File: src/rtl/alu_issue_capture_if.sv
// rtl/alu_issue_capture_if.sv - request, ALU-side and result signals of the ALU issue/capture stage
interface alu_issue_capture_if;
  logic        in_valid;
  logic        in_ready;
  logic [31:0] in_a;
  logic [31:0] in_b;
  logic [2:0]  in_ctrl;

  logic [31:0] alu_a;
  logic [31:0] alu_b;
  logic [2:0]  alu_ctrl;
  logic [31:0] alu_result;
  logic        alu_zero;
  logic        alu_overflow;
  logic        alu_cout;

  logic        out_valid;
  logic        out_ready;
  logic [31:0] out_result;
  logic        out_zero;
  logic        out_overflow;
  logic        out_cout;
  logic        out_illegal;
  logic        busy;

  // master: the capture stage itself; slave: the requester, the ALU and the result consumer
  modport master (
    input  in_valid, in_a, in_b, in_ctrl, alu_result, alu_zero, alu_overflow, alu_cout, out_ready,
    output in_ready, alu_a, alu_b, alu_ctrl, out_valid, out_result, out_zero, out_overflow,
           out_cout, out_illegal, busy
  );

  modport slave (
    output in_valid, in_a, in_b, in_ctrl, alu_result, alu_zero, alu_overflow, alu_cout, out_ready,
    input  in_ready, alu_a, alu_b, alu_ctrl, out_valid, out_result, out_zero, out_overflow,
           out_cout, out_illegal, busy
  );
endinterface

File: src/rtl/alu_issue_capture.sv
// rtl/alu_issue_capture.sv - launches one op onto a ripple ALU, waits SETTLE_CYCLES, captures result
module alu_issue_capture #(
  parameter int SETTLE_CYCLES = 8,
  parameter int CNT_W         = 4
) (
  input  logic                 clk,
  input  logic                 rst_n,
  alu_issue_capture_if.master  cap_io
);
  typedef enum logic [1:0] {IDLE = 2'd0, SETTLE = 2'd1, HOLD = 2'd2} state_t;

  localparam logic [CNT_W-1:0] CNT_LOAD = CNT_W'(SETTLE_CYCLES - 1);

  state_t           state_q, state_d;
  logic [CNT_W-1:0] cnt_q, cnt_d;
  logic [31:0]      alu_a_q, alu_a_d;
  logic [31:0]      alu_b_q, alu_b_d;
  logic [2:0]       alu_ctrl_q, alu_ctrl_d;
  logic             out_valid_q, out_valid_d;
  logic [31:0]      out_result_q, out_result_d;
  logic             out_zero_q, out_zero_d;
  logic             out_overflow_q, out_overflow_d;
  logic             out_cout_q, out_cout_d;
  logic             out_illegal_q, out_illegal_d;
  logic             ready_core;
  logic             accept;

  // Reset gating of in_ready stays on the output path only, so rst_n never feeds flop data.
  assign ready_core = (state_q == IDLE) || ((state_q == HOLD) && cap_io.out_ready);
  assign accept     = cap_io.in_valid && ready_core;

  always_comb begin
    state_d        = state_q;
    cnt_d          = cnt_q;
    alu_a_d        = alu_a_q;
    alu_b_d        = alu_b_q;
    alu_ctrl_d     = alu_ctrl_q;
    out_valid_d    = out_valid_q;
    out_result_d   = out_result_q;
    out_zero_d     = out_zero_q;
    out_overflow_d = out_overflow_q;
    out_cout_d     = out_cout_q;
    out_illegal_d  = out_illegal_q;

    case (state_q)
      SETTLE: begin
        if (cnt_q != '0) begin
          cnt_d = cnt_q - CNT_W'(1);
        end else begin
          out_result_d   = cap_io.alu_result;
          out_zero_d     = cap_io.alu_zero;
          out_overflow_d = cap_io.alu_overflow;
          out_cout_d     = cap_io.alu_cout;
          out_illegal_d  = 1'b0;
          out_valid_d    = 1'b1;
          state_d        = HOLD;
        end
      end
      HOLD: begin
        if (cap_io.out_ready) begin
          out_valid_d = 1'b0;
          state_d     = IDLE;
        end
      end
      default: ;
    endcase

    // An accept overrides the HOLD release above, giving back-to-back issue on one edge.
    if (accept) begin
      if (!cap_io.in_ctrl[2]) begin
        alu_a_d    = cap_io.in_a;
        alu_b_d    = cap_io.in_b;
        alu_ctrl_d = cap_io.in_ctrl;
        cnt_d      = CNT_LOAD;
        state_d    = SETTLE;
      end else begin
        out_result_d   = '0;
        out_zero_d     = 1'b0;
        out_overflow_d = 1'b0;
        out_cout_d     = 1'b0;
        out_illegal_d  = 1'b1;
        out_valid_d    = 1'b1;
        state_d        = HOLD;
      end
    end
  end

  always_ff @(posedge clk or negedge rst_n) begin
    if (!rst_n) begin
      state_q        <= IDLE;
      cnt_q          <= '0;
      alu_a_q        <= '0;
      alu_b_q        <= '0;
      alu_ctrl_q     <= '0;
      out_valid_q    <= 1'b0;
      out_result_q   <= '0;
      out_zero_q     <= 1'b0;
      out_overflow_q <= 1'b0;
      out_cout_q     <= 1'b0;
      out_illegal_q  <= 1'b0;
    end else begin
      state_q        <= state_d;
      cnt_q          <= cnt_d;
      alu_a_q        <= alu_a_d;
      alu_b_q        <= alu_b_d;
      alu_ctrl_q     <= alu_ctrl_d;
      out_valid_q    <= out_valid_d;
      out_result_q   <= out_result_d;
      out_zero_q     <= out_zero_d;
      out_overflow_q <= out_overflow_d;
      out_cout_q     <= out_cout_d;
      out_illegal_q  <= out_illegal_d;
    end
  end

  assign cap_io.in_ready     = rst_n && ready_core;
  assign cap_io.alu_a        = alu_a_q;
  assign cap_io.alu_b        = alu_b_q;
  assign cap_io.alu_ctrl     = alu_ctrl_q;
  assign cap_io.out_valid    = out_valid_q;
  assign cap_io.out_result   = out_result_q;
  assign cap_io.out_zero     = out_zero_q;
  assign cap_io.out_overflow = out_overflow_q;
  assign cap_io.out_cout     = out_cout_q;
  assign cap_io.out_illegal  = out_illegal_q;
  assign cap_io.busy         = (state_q != IDLE);
endmodule

File: src/flat_wrapper.sv
// flat-port wrapper written by rule: the top's interface ports become plain ports
module alu_issue_capture_flat 
#(
  parameter int SETTLE_CYCLES = 8,
  parameter int CNT_W         = 4
)
  (clk, rst_n, cap_io_in_valid, cap_io_in_a, cap_io_in_b, cap_io_in_ctrl, cap_io_alu_result, cap_io_alu_zero, cap_io_alu_overflow, cap_io_alu_cout, cap_io_out_ready, cap_io_in_ready, cap_io_alu_a, cap_io_alu_b, cap_io_alu_ctrl, cap_io_out_valid, cap_io_out_result, cap_io_out_zero, cap_io_out_overflow, cap_io_out_cout, cap_io_out_illegal, cap_io_busy);
  alu_issue_capture_if cap_io_i ();
  input  logic clk;
  input  logic rst_n;
  input wire logic [$bits(cap_io_i.in_valid)-1:0] cap_io_in_valid;
  input wire logic [$bits(cap_io_i.in_a)-1:0] cap_io_in_a;
  input wire logic [$bits(cap_io_i.in_b)-1:0] cap_io_in_b;
  input wire logic [$bits(cap_io_i.in_ctrl)-1:0] cap_io_in_ctrl;
  input wire logic [$bits(cap_io_i.alu_result)-1:0] cap_io_alu_result;
  input wire logic [$bits(cap_io_i.alu_zero)-1:0] cap_io_alu_zero;
  input wire logic [$bits(cap_io_i.alu_overflow)-1:0] cap_io_alu_overflow;
  input wire logic [$bits(cap_io_i.alu_cout)-1:0] cap_io_alu_cout;
  input wire logic [$bits(cap_io_i.out_ready)-1:0] cap_io_out_ready;
  output wire logic [$bits(cap_io_i.in_ready)-1:0] cap_io_in_ready;
  output wire logic [$bits(cap_io_i.alu_a)-1:0] cap_io_alu_a;
  output wire logic [$bits(cap_io_i.alu_b)-1:0] cap_io_alu_b;
  output wire logic [$bits(cap_io_i.alu_ctrl)-1:0] cap_io_alu_ctrl;
  output wire logic [$bits(cap_io_i.out_valid)-1:0] cap_io_out_valid;
  output wire logic [$bits(cap_io_i.out_result)-1:0] cap_io_out_result;
  output wire logic [$bits(cap_io_i.out_zero)-1:0] cap_io_out_zero;
  output wire logic [$bits(cap_io_i.out_overflow)-1:0] cap_io_out_overflow;
  output wire logic [$bits(cap_io_i.out_cout)-1:0] cap_io_out_cout;
  output wire logic [$bits(cap_io_i.out_illegal)-1:0] cap_io_out_illegal;
  output wire logic [$bits(cap_io_i.busy)-1:0] cap_io_busy;
  assign cap_io_i.in_valid = cap_io_in_valid;
  assign cap_io_i.in_a = cap_io_in_a;
  assign cap_io_i.in_b = cap_io_in_b;
  assign cap_io_i.in_ctrl = cap_io_in_ctrl;
  assign cap_io_i.alu_result = cap_io_alu_result;
  assign cap_io_i.alu_zero = cap_io_alu_zero;
  assign cap_io_i.alu_overflow = cap_io_alu_overflow;
  assign cap_io_i.alu_cout = cap_io_alu_cout;
  assign cap_io_i.out_ready = cap_io_out_ready;
  assign cap_io_in_ready = cap_io_i.in_ready;
  assign cap_io_alu_a = cap_io_i.alu_a;
  assign cap_io_alu_b = cap_io_i.alu_b;
  assign cap_io_alu_ctrl = cap_io_i.alu_ctrl;
  assign cap_io_out_valid = cap_io_i.out_valid;
  assign cap_io_out_result = cap_io_i.out_result;
  assign cap_io_out_zero = cap_io_i.out_zero;
  assign cap_io_out_overflow = cap_io_i.out_overflow;
  assign cap_io_out_cout = cap_io_i.out_cout;
  assign cap_io_out_illegal = cap_io_i.out_illegal;
  assign cap_io_busy = cap_io_i.busy;
  alu_issue_capture #(.SETTLE_CYCLES(SETTLE_CYCLES), .CNT_W(CNT_W)) u_core (.clk(clk), .rst_n(rst_n), .cap_io(cap_io_i));
endmodule
File: config.mk
export PLATFORM = sky130hd
export DESIGN_NAME = alu_issue_capture_flat
export DESIGN_NICKNAME = d
export VERILOG_FILES = /design/src/rtl/alu_issue_capture_if.sv /design/src/rtl/alu_issue_capture.sv /design/src/flat_wrapper.sv
export SDC_FILE = /design/constraint.sdc
export NUM_CORES = 1
export LEC_CHECK = 0
export CORE_ASPECT_RATIO = 1.2
export CORE_MARGIN = 5
export CORE_UTILIZATION = 45
export CTS_BUF_LIST = sky130_fd_sc_hd__clkbuf_8 sky130_fd_sc_hd__clkbuf_16
export DETAILED_ROUTE_END_ITERATION = 12
export PLACE_DENSITY = 0.9
export SETUP_SLACK_MARGIN = 0.02
export SYNTH_ARGS = -nofsm -noshare
export SYNTH_HDL_FRONTEND = slang
export SYNTH_SLANG_ARGS = --single-unit
File: constraint.sdc
create_clock -name clk -period 2.8 [get_ports clk]
set_clock_uncertainty 0.1 [all_clocks]
set_input_delay 0.56 -clock clk [delete_from_list [all_inputs] [get_ports clk]]
set_output_delay 0.56 -clock clk [all_outputs]
set_load 0.005 [all_outputs]
==> impl_results.md <==
* Crit path capture type: output port
* CTS Hold Buffers Added at 0
* First-pass GRT wire length at between 15000 and 20000 um
* Grt total ovfl at 0
* Crit path launch type: input pin
* Via count at approximately 3300
* Cell Area, Synth at 0.004626 mm^2
* GRT Util Overall at 0.1887
* CTS H-Tree Depth at 3
* Reg2reg start: u_core.state_q[1]
* FMAX at 0.4122 GHz
* Yosys Warn Count at 0
* Sequential-to-total area share from yosys stat at 0.5897
* HPWL after DPL at 8827 um
* Hold WS at between 200 and 250 ps
* Initial core utilization at 0.4598
* Min Tclk post-route at between 2000 and 2500 ps
* Leakage at 0.003062 uW
* CTS max path bufs at 2
* Mean Syn Cell Area at between 10 and 15 um^2
* WL/cell at 17.48 um
* Fin. max-slew vios at 0
* Share of layout cells above drive strength 1 at 0.1721
* Largest net degree at the start of global routing at a little under 60
* Vias per std cell at 4.904
* Post-synth top area share at 0.5897
* Dpl ws at 366.7 ps
* Yosys top cell by area: dfrtp_1
* Syn Nets at 450
* Die span in y at between 100 and 150 um
* # port buffers at 210
* Outcome: finished, final reports clean
* Initial antenna violation count at 0
* Number of fill cells at 683
* Synthesized netlist cell count at 340
* Setup violators final at 0
* Critical path fanouts, max at 2
* FF-to-FF path depth at 6
* Unique masters post-synth at 33
* Vias in the first global route at between 3000 and 4000
* Routed WL at 11850 um
* Slew margin rel. at 0.2100
* Initial DRC count at approximately 120
* Critical Path Sink: cap_io_in_ready
* Drt first pass iters at 4
* Synth top area cells: dfrtp_1 59%, mux2_4 21%, nand2_1 5.8%
* Die W at roughly 100 um
* Antenna diodes at 0
* Peak supply drop at approximately 0.00053 V
* Commonest non-fill, non-tap cell in the layout: clkdlybuf4s50_1
* Post-route ant nets at 0
* Nets@finish at 657
* RSZ-0062 raised after global routing: no
* Worst hold-check path type: input pin to async pin
* #FFs+latches synth at 109
* Final Cycle Share at 0.8664
* Area taken by multi-input logic gates at 0.001717 mm^2
* Reg clk slew, reported paths at ~70 ps
* CTS Buf Count at 9
* Setup CP Type: input pin to output port
* Final Hold Fails at 0
* Worst skew pair latency at 330 ps
* Crit path DAT at between 1500 and 2000 ps
* Worst slew pin tran at 1185 ps
* R2R setup slack at 490 ps
* Storage cell area at 0.002728 mm^2
* Post-CTS Resized at 0
* Post-route DRC at 0
* Final setup TNS at 0 ps
* Worst setup path start: cap_io_out_ready
* # IOs at 212
* Setup ws final at between 300 and 400 ps
* Most frequent cells in the layout: 209 x clkdlybuf4s50_1, 109 x dfrtp_1, 72 x nand2_1
* Post-CTS Setup Bufs at 0
* GPL Wtd Cong at ~0.74
* Core area at ~0.01 mm^2
* Total clock sinks at about 110
* Reg-to-reg endpoint: u_core.cap_io.out_result[31]
* CTS tree: built
* Cell row count at 40
* # Max-Cap Violations at 0
* Area grow syn2layout at 52.88%
* Die ar. at 0.01242 mm^2
* Clock Root Buffer: clkbuf_16
* Worst endpoint required time at 2140 ps
* Pwr Density at 910.6 mW/mm^2
-- final cells by class --
| class | count | share of cell area |
|---|---|---|
| Clock inverter | 6 | 0.007785 |
| Tap cell | 126 | 0.02229 |
| Inverter | 7 | 0.003716 |
| Timing Repair Buffer | 215 | 0.3040 |
| Clock buffer | 10 | 0.03379 |
| Sequential cell | 109 | 0.3857 |
| Multi-Input combinational cell | 205 | 0.2427 |
-- registers in the layout, indices dropped and copies added, names as in the netlist --
| signal | cells |
|---|---|
| u_core.cap_io.alu_a | 32 |
| u_core.cap_io.alu_b | 32 |
| u_core.cap_io.out_result | 32 |
| u_core.cnt_q | 4 |
| u_core.cap_io.alu_ctrl | 2 |
| u_core.state_q | 2 |
| u_core.cap_io.out_cout | 1 |
| u_core.cap_io.out_illegal | 1 |
| u_core.cap_io.out_overflow | 1 |
| u_core.cap_io.out_valid | 1 |
| u_core.cap_io.out_zero | 1 |
-- worst max-delay path: stages --
cell,delay (ps)
clkdlybuf4s50_1,500
a21oi_2,70
nor2b_1,120
clkdlybuf4s50_1,520
-- worst min-delay path by stage --
| stage | startpoint | to | slack, ps | cells after the start |
|---|---|---|---|---|
| after floorplan | rst_n | u_core.cap_io.alu_a[0] | 160 | 0 |
| after global placement | u_core.cap_io.out_illegal | u_core.cap_io.out_illegal | 360 | 1 |
| after detailed placement | u_core.cap_io.out_illegal | u_core.cap_io.out_illegal | 360 | 1 |
| after CTS | rst_n | u_core.cap_io.alu_a[28] | 280 | 2 |
| after global routing | rst_n | u_core.cap_io.alu_a[28] | 300 | 2 |
| final | rst_n | u_core.cap_io.alu_a[28] | 250 | 2 |
-- where the power goes --
part / leakage, uW / total, uW / internal (uW) / switching [uW]
clock: 0.000151 / 1240 / 709 / 533
combinational: 0.00155 / 2730 / 1900 / 833
sequential: 0.00136 / 2470 / 2130 / 335
-- cells by family after synthesis --
family / after synthesis / synth area share
xor+xnor: 1 / 0.001894
fa+ha+maj: 4 / 0.01082
simple gates: 87 / 0.08629
buf+inv: 26 / 0.03976
flops: 109 / 0.5897
other cells: 1 / 0.0008107
compound gates: 45 / 0.05599
mux: 67 / 0.2148
-- per-stage QoR --
stage | cells | power, uW | util | cell area [um^2]
final | 678 | 6440 | 0.7030 | 7072
after global routing | 678 | 6761 | 0.7030 | 7072
after CTS | 678 | 6515 | 0.7030 | 7072
after detailed placement | 662 | 5231 | 0.6738 | 6778
after global placement | 662 | 5135 | 0.6738 | 6778
after floorplan | 340 | 3731 | - | 4626
-- routing by layer --
layer | vias up | part of all wire | global-route usage
met3 | 20 | 0.071 | 0.05060
li1 | 1545 | - | -
met1 | 1635 | 0.36 | 0.2072
met4 | 0 | 0.027 | 0.07301
met2 | 125 | 0.54 | 0.3397
met5 | - | 0 | 0
-- cells in the mapped netlist, drive strengths merged --
cell	instances
a221o	1
nor2	6
mux2i	1
conb	1
xnor2	1
nor3	1
clkbuf	1
buf	18
and4b	1
inv	7
nand2	72
ha	4
nand2b	4
a21o	1
nor2b	1
a31o	1
a211o	2
a21boi	1
mux2	66
or2	1
dfrtp	109
a311o	1
o21ai	2
a21oi	36
nor3b	1
No activity file was read; power rests on OpenSTA's default activity.
